<file path="src/rtl/master_arbiter_ar_pkg.sv">
// Shared definitions for the AR arbiter: master indices, FSM encodings and
// the index-to-one-hot decode used for both the AR and R selects.
package master_arbiter_ar_pkg;

    localparam logic [1:0] AXI_MASTER_0 = 2'd0;
    localparam logic [1:0] AXI_MASTER_1 = 2'd1;
    localparam logic [1:0] AXI_MASTER_2 = 2'd2;

    localparam logic [0:0] ARB_IDLE  = 1'b0;
    localparam logic [0:0] ARB_GRANT = 1'b1;

    function automatic logic [2:0] idx2oh(input logic [1:0] idx);
        logic [2:0] oh;
        oh = '0;
        case (idx)
            AXI_MASTER_0: oh = 3'b001;
            AXI_MASTER_1: oh = 3'b010;
            AXI_MASTER_2: oh = 3'b100;
            default:      oh = '0;
        endcase
        return oh;
    endfunction

endpackage

</file>
<file path="src/rtl/master_arbiter_ar_fifo.sv">
// In-order FIFO of granted master indices; the head steers returning read data.
module arb_ord_fifo #(
    parameter int unsigned DEPTH = 4,
    parameter int unsigned WIDTH = 2,
    localparam int unsigned PTR_W = $clog2(DEPTH)
) (
    input  logic             sys_clk,
    input  logic             sys_rst,
    input  logic             push,
    input  logic [WIDTH-1:0] push_data,
    input  logic             pop,
    output logic [WIDTH-1:0] head,
    output logic [PTR_W:0]   count,
    output logic             full,
    output logic             empty
);

    localparam logic [PTR_W:0] FULL_CNT = (PTR_W + 1)'(DEPTH);

    logic [WIDTH-1:0] mem [DEPTH];
    logic [PTR_W-1:0] wr_ptr;
    logic [PTR_W-1:0] rd_ptr;
    logic             do_push;
    logic             do_pop;

    assign empty   = (count == '0);
    assign full    = (count == FULL_CNT);
    assign do_pop  = pop && !empty;
    // a push into a full FIFO is only legal when a pop frees a slot in the same cycle
    assign do_push = push && (!full || do_pop);
    assign head    = mem[rd_ptr];

    always_ff @(posedge sys_clk) begin
        if (do_push) begin
            mem[wr_ptr] <= push_data;
        end
    end

    always_ff @(posedge sys_clk) begin
        if (sys_rst) begin
            wr_ptr <= '0;
            rd_ptr <= '0;
            count  <= '0;
        end else begin
            if (do_push) begin
                wr_ptr <= wr_ptr + 1'b1;
            end
            if (do_pop) begin
                rd_ptr <= rd_ptr + 1'b1;
            end
            case ({do_push, do_pop})
                2'b10:   count <= count + 1'b1;
                2'b01:   count <= count - 1'b1;
                default: count <= count;
            endcase
        end
    end

endmodule

</file>
<file path="src/rtl/master_arbiter_ar.sv">
// Read-address arbiter for three masters: rotating priority, grant held until
// the AR handshake, and an in-order FIFO that routes R bursts back to their issuer.
module master_arbiter_ar
    import master_arbiter_ar_pkg::*;
#(
    parameter int unsigned OT_DEPTH = 4,
    parameter int unsigned IDX_W    = 2,
    localparam int unsigned CNT_W   = $clog2(OT_DEPTH) + 1
) (
    input  logic             sys_clk,
    input  logic             sys_rst,
    input  logic             m0_arvalid,
    input  logic             m1_arvalid,
    input  logic             m2_arvalid,
    input  logic             s_arready,
    input  logic             s_rvalid,
    input  logic             s_rlast,
    input  logic             m_rready,
    output logic [2:0]       ar_sel,
    output logic             ar_gnt_valid,
    output logic [2:0]       r_sel,
    output logic [CNT_W-1:0] ord_count,
    output logic             ord_full,
    output logic             r_orphan
);

    logic [0:0]       state;
    logic [1:0]       cur_prio;
    logic [1:0]       gnt_idx;
    logic [2:0]       req;
    logic             win_found;
    logic [1:0]       win_idx;
    logic             ar_hs;
    logic             r_last_beat;
    logic             fifo_empty;
    logic [IDX_W-1:0] fifo_head;
    logic [IDX_W-1:0] push_idx;
    logic [1:0]       next_prio;

    assign req          = {m2_arvalid, m1_arvalid, m0_arvalid};
    assign ar_gnt_valid = |ar_sel;
    assign ar_hs        = (state == ARB_GRANT) && s_arready && |(ar_sel & req);
    assign r_last_beat  = s_rvalid && m_rready && s_rlast;
    assign push_idx     = IDX_W'(gnt_idx);
    assign next_prio    = (gnt_idx == AXI_MASTER_2) ? AXI_MASTER_0 : gnt_idx + 2'd1;
    assign r_sel        = fifo_empty ? 3'b000 : idx2oh(fifo_head[1:0]);

    // walk cur_prio, cur_prio+1, cur_prio+2 (mod 3); first requester wins
    always_comb begin
        logic [2:0] sum;
        logic [1:0] cand;
        win_found = 1'b0;
        win_idx   = AXI_MASTER_0;
        for (int unsigned i = 0; i < 3; i++) begin
            sum = {1'b0, cur_prio} + 3'(i);
            if (sum >= 3'd3) begin
                sum = sum - 3'd3;
            end
            cand = sum[1:0];
            if (!win_found && req[cand]) begin
                win_found = 1'b1;
                win_idx   = cand;
            end
        end
    end

    always_ff @(posedge sys_clk) begin
        if (sys_rst) begin
            state    <= ARB_IDLE;
            ar_sel   <= '0;
            gnt_idx  <= AXI_MASTER_0;
            cur_prio <= AXI_MASTER_0;
            r_orphan <= 1'b0;
        end else begin
            case (state)
                ARB_IDLE: begin
                    if (win_found && !ord_full) begin
                        ar_sel  <= idx2oh(win_idx);
                        gnt_idx <= win_idx;
                        state   <= ARB_GRANT;
                    end
                end
                ARB_GRANT: begin
                    if (ar_hs) begin
                        cur_prio <= next_prio;
                        ar_sel   <= '0;
                        state    <= ARB_IDLE;
                    end
                end
                default: begin
                    ar_sel <= '0;
                    state  <= ARB_IDLE;
                end
            endcase
            if (r_last_beat && fifo_empty) begin
                r_orphan <= 1'b1;
            end
        end
    end

    arb_ord_fifo #(
        .DEPTH (OT_DEPTH),
        .WIDTH (IDX_W)
    ) u_ord_fifo (
        .sys_clk   (sys_clk),
        .sys_rst   (sys_rst),
        .push      (ar_hs),
        .push_data (push_idx),
        .pop       (r_last_beat),
        .head      (fifo_head),
        .count     (ord_count),
        .full      (ord_full),
        .empty     (fifo_empty)
    );

endmodule

</file>
<file path="config.mk">
export PLATFORM = sky130hd
export DESIGN_NAME = master_arbiter_ar
export DESIGN_NICKNAME = d
export VERILOG_FILES = /design/src/rtl/master_arbiter_ar_pkg.sv /design/src/rtl/master_arbiter_ar_fifo.sv /design/src/rtl/master_arbiter_ar.sv
export SDC_FILE = /design/constraint.sdc
export NUM_CORES = 1
export LEC_CHECK = 0
export BUFFER_PORTS_ARGS = -buffer_cell sky130_fd_sc_hd__buf_2
export CORE_ASPECT_RATIO = 1.1
export CORE_MARGIN = 4
export CORE_UTILIZATION = 55
export CTS_CLUSTER_DIAMETER = 50
export DETAILED_ROUTE_END_ITERATION = 8
export GPL_ROUTABILITY_DRIVEN = 0
export PLACE_DENSITY = 0.84
export REMOVE_ABC_BUFFERS = 1
export SYNTH_ARGS = -nofsm -noshare
export SYNTH_HDL_FRONTEND = slang
export SYNTH_SLANG_ARGS = --single-unit
</file>
<file path="constraint.sdc">
create_clock -name sys_clk -period 3 [get_ports sys_clk]
set_clock_uncertainty 0.2 [all_clocks]
set_input_delay 0.6 -clock sys_clk [delete_from_list [all_inputs] [get_ports sys_clk]]
set_output_delay 0.6 -clock sys_clk [all_outputs]
set_load 0.05 [all_outputs]
</file>
==> metrics, run 1 <==
Peak VDD IR 0.314 mV; clock root cell clkbuf_4; Worst Hold Depth 2; Core Rows 18; global-route usage over all layers 18.4%; fin cells 190; global route overflow 0; WL final 2870 microns; Hold Crit Endpoint state$_SDFF_PP0_; CP required 2.20 ns; Die X 56.3 microns; Hold Crit Start state$_SDFF_PP0_; initial core utilization 60.2%; Total Power 0.741 mW; Ant. Diodes 0; share of layout cells above drive strength 1 21.3%; IO Port Bufs 20; CTS buffer count 3; placed instance area 0.00155 sq mm; Die Ht 61.1 microns; post_cts resized 0; Detailed Routing Iterations Pass 1 4; Setup Total Neg Slack 0 ns; top-count cell post-synth dfxtp_1; clk_lat worst skew 0.32 ns; fin crit period 2.62 ns; Vias 1,115; CTS Sinks 26; smallest hold slack 0.302 ns; Synth Flop Type dfxtp_1; Post-synth EDFFs 8; R2R depth 9; pwr/cell area 463 mW/mm^2; register area 601 sq um; Cells after DPL 186; post-DR wirelength/cell 15.1 microns; Mapped Area 0.00141 sq mm; DRC 0; Fillers 189; drt first-iter violations 56; Worst-Margin Slew 0.491 ns; postcts setup bufs 0; H-tree depth 1; Final Cell Area 0.00160 sq mm; Die Area 0.00344 sq mm; CTS tree done; top cells by count, synth 18 x dfxtp_1, 13 x nor2_1, 10 x a21oi_1; RR Startpoint ar_sel[1]$_SDFFE_PP0P_; CORE AREA 0.00234 sq mm; Worst-path clk slew 0.14 ns; Ports 21; Crit. End Element output pin; synth warn 0; Seq/Total Area, Yosys 42.6%; Critical Path Start Type register; Nets 180; Multi-input gate area 763 sq um; Async SR Flop Fraction 0%; headroom to the max-slew limit 67.2%; Crit Reg-Reg Endpoint u_ord_fifo.count[2]$_SDFFE_PP0P_; largest net degree at the start of global routing 19; Avg Synthesized Cell Area 10.3 sq um; flop-to-flop setup slack 0.59 ns; Synth top area share 25.6%; Detail Route Antenna Nets 0; class of the worst hold path reg2reg; first-pass GRT wire length 4960 microns; Synth area leaders dfxtp_1 26%, edfxtp_1 17%, ha_1 8.0%; Setup-failing EPs final 0; vias in the first global route 1,110; Fmax 0.381 GHz; Layout area overhead 13.7%; drt via density 5.87; cts hold-fix bufs 0; Tcrit/Tclk final 87.4%; Max Slew Vio Count 0; unrepaired setup endpoints after global routing no; leakage 0.626 nW; Max-Cap Viols 0; critical path type reg2out; CP arrival 1.82 ns; Final Hold Vio Count 0; outcome finished clean; Max clock buf depth 2; Synth Register Bits 26; initial antenna violation count 0; DP Wirelength 2220 microns; Crit Path Max Fanout 3; Yosys top cell by area dfxtp_1; Post-Syn Instances 137; Synth cell types 43
-- flip-flops by register name (all words and copies together), names as in the netlist, named ones only --
name,flops
ar_sel,3
cur_prio,2
gnt_idx,2
r_orphan,1
state,1
u_ord_fifo.count,3
u_ord_fifo.mem,8
u_ord_fifo.rd_ptr,2
u_ord_fifo.wr_ptr,2
-- how the worst max path moves through the flow --
stage,start,to,slack (ns)
after detailed placement,m0_arvalid,u_ord_fifo.count[2]$_SDFFE_PP0P_,0.30
after CTS,register,r_sel[1],0.36
after floorplan,u_ord_fifo.count[2]$_SDFFE_PP0P_,u_ord_fifo.count[2]$_SDFFE_PP0P_,-0.54
after global placement,m0_arvalid,u_ord_fifo.count[2]$_SDFFE_PP0P_,0.37
after global routing,register,r_sel[1],0.27
final,register,r_sel[1],0.38
-- where the power goes --
part / switching, mW / internal [mW] / leakage [nW]
clock network: 0.105 / 0.135 / 0.0279
registers: 0.0119 / 0.373 / 0.220
logic: 0.0778 / 0.0395 / 0.378
total: 0.194 / 0.547 / 0.626
-- worst max-delay path: stages, from the launching register on --
cell and delay, ns:
dfxtp_1 0.41, mux4_2 0.55, nor3b_1 0.23, buf_2 0.31
-- per-stage QoR --
| step | utilization (%) | worst slack, ns |
|---|---|---|
| global placement | 66.2 | 0.366 |
| CTS | 68.4 | 0.362 |
| floorplan | - | -0.542 |
| finish | 68.4 | 0.377 |
| global route | 68.4 | 0.270 |
| detailed placement | 66.2 | 0.297 |
-- placed cells by master, fill, tap and decap left out, types with 2 or more instances in the layout --
master    Yosys  final
a21oi_1      10     10
nor2b_1       3      3
nand3_1       3      3
nand3b_1      2      2
buf_4         1      3
a2111o_1      2      2
a211oi_1      2      2
buf_2         1     20
nor2_1       13     13
nor3_1        3      3
edfxtp_1      8      8
nand4b_1      2      2
inv_1         7      7
mux2i_1       5      5
or3_1         3      3
ha_1          9      9
and2_1        4      4
xnor2_1       3      3
nor3b_1       4      4
xor2_1        2      2
dfxtp_1      18     18
nand2_1       8      8
clkbuf_4      0      3
mux4_2        2      2
o21ai_0       2      2
-- area by class of cell --
| cell class | count | share of cell area, % |
|---|---|---|
| repair buffers | 23 | 7.65 |
| multi-input cells | 100 | 47.6 |
| well taps | 30 | 2.34 |
| flip-flops and latches | 26 | 37.5 |
| inverters | 7 | 1.64 |
| clock buffers | 3 | 1.41 |
| clock inverters | 1 | 1.87 |
-- cell families (layout without fill, tap and decap cells) --
kind of cell / after synthesis / in the layout / synth area share, %
flops: 26 / 26 / 42.6
simple gates: 49 / 49 / 18.7
fa+ha+maj: 10 / 10 / 9.41
compound gates: 29 / 29 / 16.1
buf+inv: 11 / 34 / 3.28
mux: 7 / 7 / 6.74
xor+xnor: 5 / 5 / 3.11
-- metal layers --
layer	vias to the layer above	wire [microns]	track usage, %
met5	-	0	0
li1	551	-	-
met1	524	1240	22.0
met3	6	109	3.14
met2	34	1470	33.1
met4	0	57	8.47
No activity file was read; power rests on OpenSTA's default activity.
==> run 2: changes to the inputs <==
--- a/config.mk
+++ b/config.mk
@@ -16,4 +16,5 @@
 export REMOVE_ABC_BUFFERS = 1
 export SYNTH_ARGS = -nofsm -noshare
 export SYNTH_HDL_FRONTEND = slang
+export SYNTH_HIERARCHICAL = 1
 export SYNTH_SLANG_ARGS = --single-unit
==> run 2 against run 1 <==
Setup slack worse by 0.12 ns. Critical endpoint is now u_ord_fifo/count[2]$_SDFFE_PP0P_. Largest cell class unchanged. Cell area up 0.16%. Area after synthesis up 0.53%. Count of clock-buffer cells in the layout rose by 1. Sequential share of layout area fell by 0.058 points. Synthesized cell count unchanged. Total power decreased by 13%. Flip-flop and latch count unchanged.
==> metrics, run 2 <==
Synth Flop Type dfxtp_1; critical path type in2reg; outcome finished clean; commonest cells after routing, fill and taps aside 20 x buf_2, 18 x dfxtp_1, 12 x inv_1, 12 x nor2_1, 9 x ha_1; Layout area overhead 13.2%; Setup Total Neg Slack 0 ns (unchanged); post-DR wirelength/cell 14.5 microns (-4.3%); Mapped Area 0.00142 sq mm (+0.53%); Ant. Diodes 0 (unchanged); Detailed Routing Iterations Pass 1 6 (+2); Die X 56.4 microns (+0.23%); Final WS setup 0.255 ns (-0.123 ns); Max Slew Vio Count 0 (unchanged); Crit-path slowest cell or3_2; largest net degree at the start of global routing 19 (unchanged); global route overflow 0 (unchanged); smallest hold slack 0.288 ns (-0.0148 ns); Nets 183 (+1.7%); Max-Cap Viols 0 (unchanged); Hold Crit Start r_orphan$_SDFFE_PP0P_; Crit. End Element register; share of layout cells above drive strength 1 25.8% (+4.5 points); initial antenna violation count 0 (unchanged); max reg flops 8 (unchanged); Final Core Density 64.9% (-3.5 points); Crit Path Max Fanout 5 (+2); Tcrit/Tclk final 91.5% (+4.1 points); crit-path most repeated cell inv_1; Detail Route Antenna Nets 0 (unchanged); Final Hold Vio Count 0 (unchanged); Post-synth EDFFs 8 (unchanged); Post-Syn Instances 137 (unchanged); DRC 0 (unchanged); Max stage delay on crit path 0.40 ns (-0.15 ns); Synth top area share 25.4% (-0.14 points); clock root cell clkbuf_4; Total Power 0.643 mW (-13%); Seq/Total Area, Yosys 42.4% (-0.23 points); Peak VDD IR 0.293 mV (-6.5%); Avg Synthesized Cell Area 10.3 sq um (+0.53%); Synth area leaders dfxtp_1 25%, edfxtp_1 17%, ha_1 7.9%; Fmax 0.364 GHz (-4.5%); synth warn 6 (+6); Comb power frac 16.6% (+0.8 points); drt first-iter violations 23 (-59%); pwr/cell area 401 mW/mm^2 (-13%); fin crit period 2.75 ns (+0.123 ns); Worst-path clk slew 0.13 ns (about the same); CP Launch Point m0_arvalid; Async SR Flop Fraction 0% (unchanged); Vias 1,104 (-0.99%); vias in the first global route 1,114 (+0.36%); first-pass GRT wire length 4840 microns (-2.4%); sw frac 27.9% (+1.6 points); critical path, cell by cell buf_2, a222oi_1, nand3b_1, inv_1, a21boi_2, inv_1, ha_1, inv_1, fa_1, xor2_1, or3_2, a21oi_1; CP required 3.07 ns (+0.87 ns); top cells by count, synth 18 x dfxtp_1, 12 x inv_1, 12 x nor2_1; global-route usage over all layers 18.5% (+0.10 points); unrepaired setup endpoints after global routing no; Critical Path Start Type input port; class of the worst hold path reg2reg; Core Rows 19 (+1); WL final 2800 microns (-2.3%); DP Wirelength 2220 microns (about the same); postcts setup bufs 0 (unchanged); Setup Slack @ Placement -0.0936 ns (-0.390 ns); Ports 21 (unchanged); clk_lat worst skew 0.32 ns (about the same); Max clock buf depth 2 (unchanged); CTS buffer count 3 (unchanged); Die Ht 61.2 microns (+0.23%); H-tree depth 1 (unchanged); registers with the most flip-flops u_ord_fifo/mem (8), ar_sel (3), u_ord_fifo/count (3); Synth Register Bits 26 (unchanged); RR Startpoint ar_sel[0]$_SDFFE_PP0P_; post_cts resized 0 (unchanged); sw power 0.179 mW (-7.8%); CTS Sinks 26 (unchanged); Seq pwr share 59.9% (+8.0 points); cts hold-fix bufs 0 (unchanged); CP arrival 2.81 ns (+0.99 ns); CORE AREA 0.00247 sq mm (+5.6%); Setup-failing EPs final 0 (unchanged); Die Area 0.00345 sq mm (+0.46%); CTS tree done; commonest non-fill, non-tap cell in the layout buf_2; most flop-heavy register u_ord_fifo/mem; Synth cell types 45 (+4.7%); headroom to the max-slew limit 57.5% (-9.7 points); initial core utilization 57.3% (-2.9 points); top-count cell post-synth dfxtp_1; drt via density 5.69 (-3.0%); Yosys top cell by area dfxtp_1; Int Power 0.464 mW (-15%); IO Port Bufs 20 (unchanged); Worst-Margin Slew 0.632 ns (+0.141 ns); Clk pwr share 23.5% (-8.8 points); leakage 0.651 nW (+4.0%)
==> run 2: changes by cell type after synthesis, moves of 3 or more <==
cell | before | now
nand2_1 | 8 | 5
inv_1 | 7 | 12
and2_1 | 4 | 1
and2_2 | 0 | 4
xnor2_1 | 3 | 0
==> run 2: path summary, 6_finish.rpt <==
path	to	slack, ns	cells past startpoint
setup / recovery	u_ord_fifo/count[2]$_SDFFE_PP0P_	0.25	12
hold / removal	r_orphan$_SDFFE_PP0P_	0.29	2
setup reg to reg	u_ord_fifo/count[2]$_SDFFE_PP0P_	0.30	11
hold reg to reg	r_orphan$_SDFFE_PP0P_	0.29	2
==> run 2: worst max-delay path: cells and delay by family <==
family / cells / cell delay, ns
compound gates: 3 / 0.64
simple gates: 2 / 0.58
fa+ha+maj: 2 / 0.53
buf+inv: 4 / 0.30
xor+xnor: 1 / 0.16
==> run 2: layout make-up <==
type                       instances  area, sq um
clock buffer                       4         26.3
fill                             210          867
inverter                          12         45.0
multi-input combinational         97          764
sequential                        26          601
tap                               31         38.8
timing repair buffer              24          130
==> run 2: per-stage QoR <==
step	cells	area, sq um
CTS	194	1610
detailed placement	190	1580
floorplan	135	1410
global placement	190	1580
global route	194	1610
finish	194	1610
==> run 2: kinds of logic (layout without fill, tap and decap cells) <==
group	Yosys count	in the layout	share of synthesized area, %
xor gates and xnor gates	3	3	1.85
buffers and inverters	14	40	3.71
DFF	26	26	42.4
AOI/OAI and AO/OA	26	26	13.5
and+or+nand+nor	50	50	21.4
adders and majority gates	10	10	9.36
muxes	8	8	7.77
==> run 2: power by group through the flow <==
stage / Clock [mW] / Combinational, mW / Sequential (mW)
global placement: 0 / 0.103 / 0.393
global route: 0.176 / 0.116 / 0.388
floorplan: 0 / 0.0607 / 0.405
finish: 0.151 / 0.107 / 0.385
detailed placement: 0 / 0.107 / 0.393
CTS: 0.157 / 0.107 / 0.385
==> run 2: layer usage <==
metal / GRT usage, % / wire length (microns) / vias to the layer above
li1: - / - / 544
met1: 19.1 / 1100 / 524
met2: 35.2 / 1560 / 28
met3: 2.94 / 79 / 8
met4: 12.5 / 62 / 0
met5: 0 / 0 / -
==> run 3: changes to the inputs <==
--- a/config.mk
+++ b/config.mk
@@ -13,6 +13,7 @@
 export DETAILED_ROUTE_END_ITERATION = 8
 export GPL_ROUTABILITY_DRIVEN = 0
 export PLACE_DENSITY = 0.84
+export RECOVER_POWER = 100
 export REMOVE_ABC_BUFFERS = 1
 export SYNTH_ARGS = -nofsm -noshare
 export SYNTH_HDL_FRONTEND = slang
==> run 3 against run 2 <==
Die area unchanged. Register-to-register slack about the same. Largest power group unchanged. Via count down 1.1%. First-iteration DRC count down 39%. Final cell count unchanged. Non-clock buffer count unchanged. Hold slack better by 0.0030 ns.
==> metrics, run 3 (synthesis gave the netlist of run 2 again) <==
Crit. End Element register; fin cells 194 (unchanged); IO Port Bufs 20 (unchanged); Core Rows 19 (unchanged); Max-Cap Viols 0 (unchanged); CTS Sinks 26 (unchanged); headroom to the max-slew limit 43.2% (-14 points); Nets 183 (unchanged); crit-path most repeated cell inv_1; drt via density 5.63 (-1.1%); Cells after DPL 190 (unchanged); H-tree depth 1 (unchanged); pwr/cell area 407 mW/mm^2 (+1.7%); Die Ht 61.2 microns (unchanged); CORE AREA 0.00247 sq mm (unchanged); clk_lat worst skew 0.32 ns (about the same); post_cts resized 0 (unchanged); Hold Crit Start state$_SDFF_PP0_; CTS buffer count 3 (unchanged); Die Area 0.00345 sq mm (unchanged); global-route usage over all layers 18.5% (unchanged); flop-to-flop setup slack 0.30 ns (about the same); Total Power 0.636 mW (-1.1%); unrepaired setup endpoints after global routing no; leakage 0.594 nW (-8.9%); clock root cell clkbuf_4; first-pass GRT wire length 4840 microns (unchanged); critical path type in2reg; WL final 2810 microns (+0.32%); Fillers 218 (+3.8%); most flop-heavy register u_ord_fifo/mem; smallest hold slack 0.291 ns (+0.00303 ns); R2R depth 11 (unchanged); largest net degree at the start of global routing 19 (unchanged); DP Wirelength 2220 microns (unchanged); RR Startpoint ar_sel[0]$_SDFFE_PP0P_; Crit Path Max Fanout 5 (unchanged); share of layout cells above drive strength 1 16.0% (-9.8 points); Detail Route Antenna Nets 0 (unchanged); fin crit period 2.77 ns (+0.0264 ns); postcts setup bufs 0 (unchanged); Worst-Margin Slew 0.845 ns (+0.213 ns); max reg flops 8 (unchanged); Layout area overhead 10.2%; Fmax 0.361 GHz (-0.95%); Peak VDD IR 0.291 mV (-0.64%); Tcrit/Tclk final 92.4% (+0.88 points); Ant. Diodes 0 (unchanged); outcome finished clean; Final Core Density 63.2% (-1.8 points); Die X 56.4 microns (unchanged); class of the worst hold path reg2reg; commonest non-fill, non-tap cell in the layout dfxtp_1; post-DR wirelength/cell 14.5 microns (+0.32%); Final WS setup 0.228 ns (-0.0264 ns); CP arrival 2.83 ns (+0.02 ns); cts hold-fix bufs 0 (unchanged); Hold Crit Endpoint state$_SDFF_PP0_; Setup Slack @ Placement -0.0936 ns (unchanged); Critical Path Start Type input port; registers with the most flip-flops u_ord_fifo/mem (8), ar_sel (3), u_ord_fifo/count (3); initial core utilization 57.3% (unchanged); Setup-failing EPs final 0 (unchanged); Final Hold Vio Count 0 (unchanged); drt first-iter violations 14 (-39%); Worst-path clk slew 0.13 ns (about the same); CTS tree done; Max stage delay on crit path 0.40 ns (about the same); Worst Hold Depth 2 (unchanged); CP Buf/Inv Count 4 (unchanged); initial antenna violation count 0 (unchanged); DRC 0 (unchanged); Vias 1,092 (-1.1%); global route overflow 0 (unchanged); critical path, cell by cell clkbuf_1, a222oi_1, nand3b_1, inv_1, a21boi_0, inv_1, ha_1, inv_1, fa_1, xor2_1, or3_2, a21oi_1; commonest cells after routing, fill and taps aside 18 x dfxtp_1, 14 x clkbuf_1, 12 x inv_1, 12 x nor2_1, 9 x ha_1; Crit Reg-Reg Endpoint u_ord_fifo/count[2]$_SDFFE_PP0P_; Crit-path slowest cell or3_2; CP required 3.06 ns (about the same); family with the most delay on the worst path compound AO/OA/AOI/OAI gates; Max clock buf depth 2 (unchanged); Detailed Routing Iterations Pass 1 4 (-2); vias in the first global route 1,114 (unchanged); Max Slew Vio Count 0 (unchanged); Ports 21 (unchanged)
run 3: power breakdown:
part | internal [mW] | total [mW] | switching, mW
Sequential | 0.373 | 0.385 | 0.0116
Clock | 0.0521 | 0.150 | 0.0977
Combinational | 0.0339 | 0.101 | 0.0676
run 3: worst max-delay path by stage:
stage                                           from                               end  slack (ns)  cells past startpoint
CTS                                       m0_arvalid  u_ord_fifo/count[2]$_SDFFE_PP0P_        0.26                     12
global placement                          m0_arvalid  u_ord_fifo/count[2]$_SDFFE_PP0P_     -0.0003                     12
global route                              m0_arvalid  u_ord_fifo/count[2]$_SDFFE_PP0P_        0.04                     12
detailed placement                        m0_arvalid  u_ord_fifo/count[2]$_SDFFE_PP0P_       -0.09                     12
floorplan           u_ord_fifo/count[2]$_SDFFE_PP0P_  u_ord_fifo/count[2]$_SDFFE_PP0P_       -0.33                      9
finish                                    m0_arvalid  u_ord_fifo/count[2]$_SDFFE_PP0P_        0.23                     12
run 3: worst reg2reg max path: stages, from the launching register on:
cell and delay, ns:
dfxtp_1 0.36, a222oi_1 0.31, nand3b_1 0.18, inv_1 0.06, a21boi_0 0.14, inv_1 0.08
ha_1 0.16, inv_1 0.05, fa_1 0.37, xor2_1 0.16, or3_2 0.40, a21oi_1 0.15
run 3: cell type report:
type	instances	area (sq um)	share of cell area, %
tap	31	38.8	2.48
multi-input combinational	97	742	47.5
timing repair buffer	24	109	6.97
inverter	12	45.0	2.88
sequential	26	601	38.5
clock buffer	4	26.3	1.68
run 3: metal layers:
| metal | vias to the layer above | global-route usage (%) | part of all wire (%) |
|---|---|---|---|
| met1 | 513 | 19.1 | 39 |
| met5 | - | 0 | 0 |
| li1 | 547 | - | - |
| met4 | 0 | 12.5 | 2.1 |
| met2 | 26 | 35.2 | 56 |
| met3 | 6 | 2.94 | 3.1 |
run 3: through the flow:
stage                TNS [ns]  area (sq um)
finish                      0          1560
floorplan              -0.335          1410
detailed placement    -0.0936          1580
global placement    -0.000256          1580
global route                0          1560
CTS                         0          1610
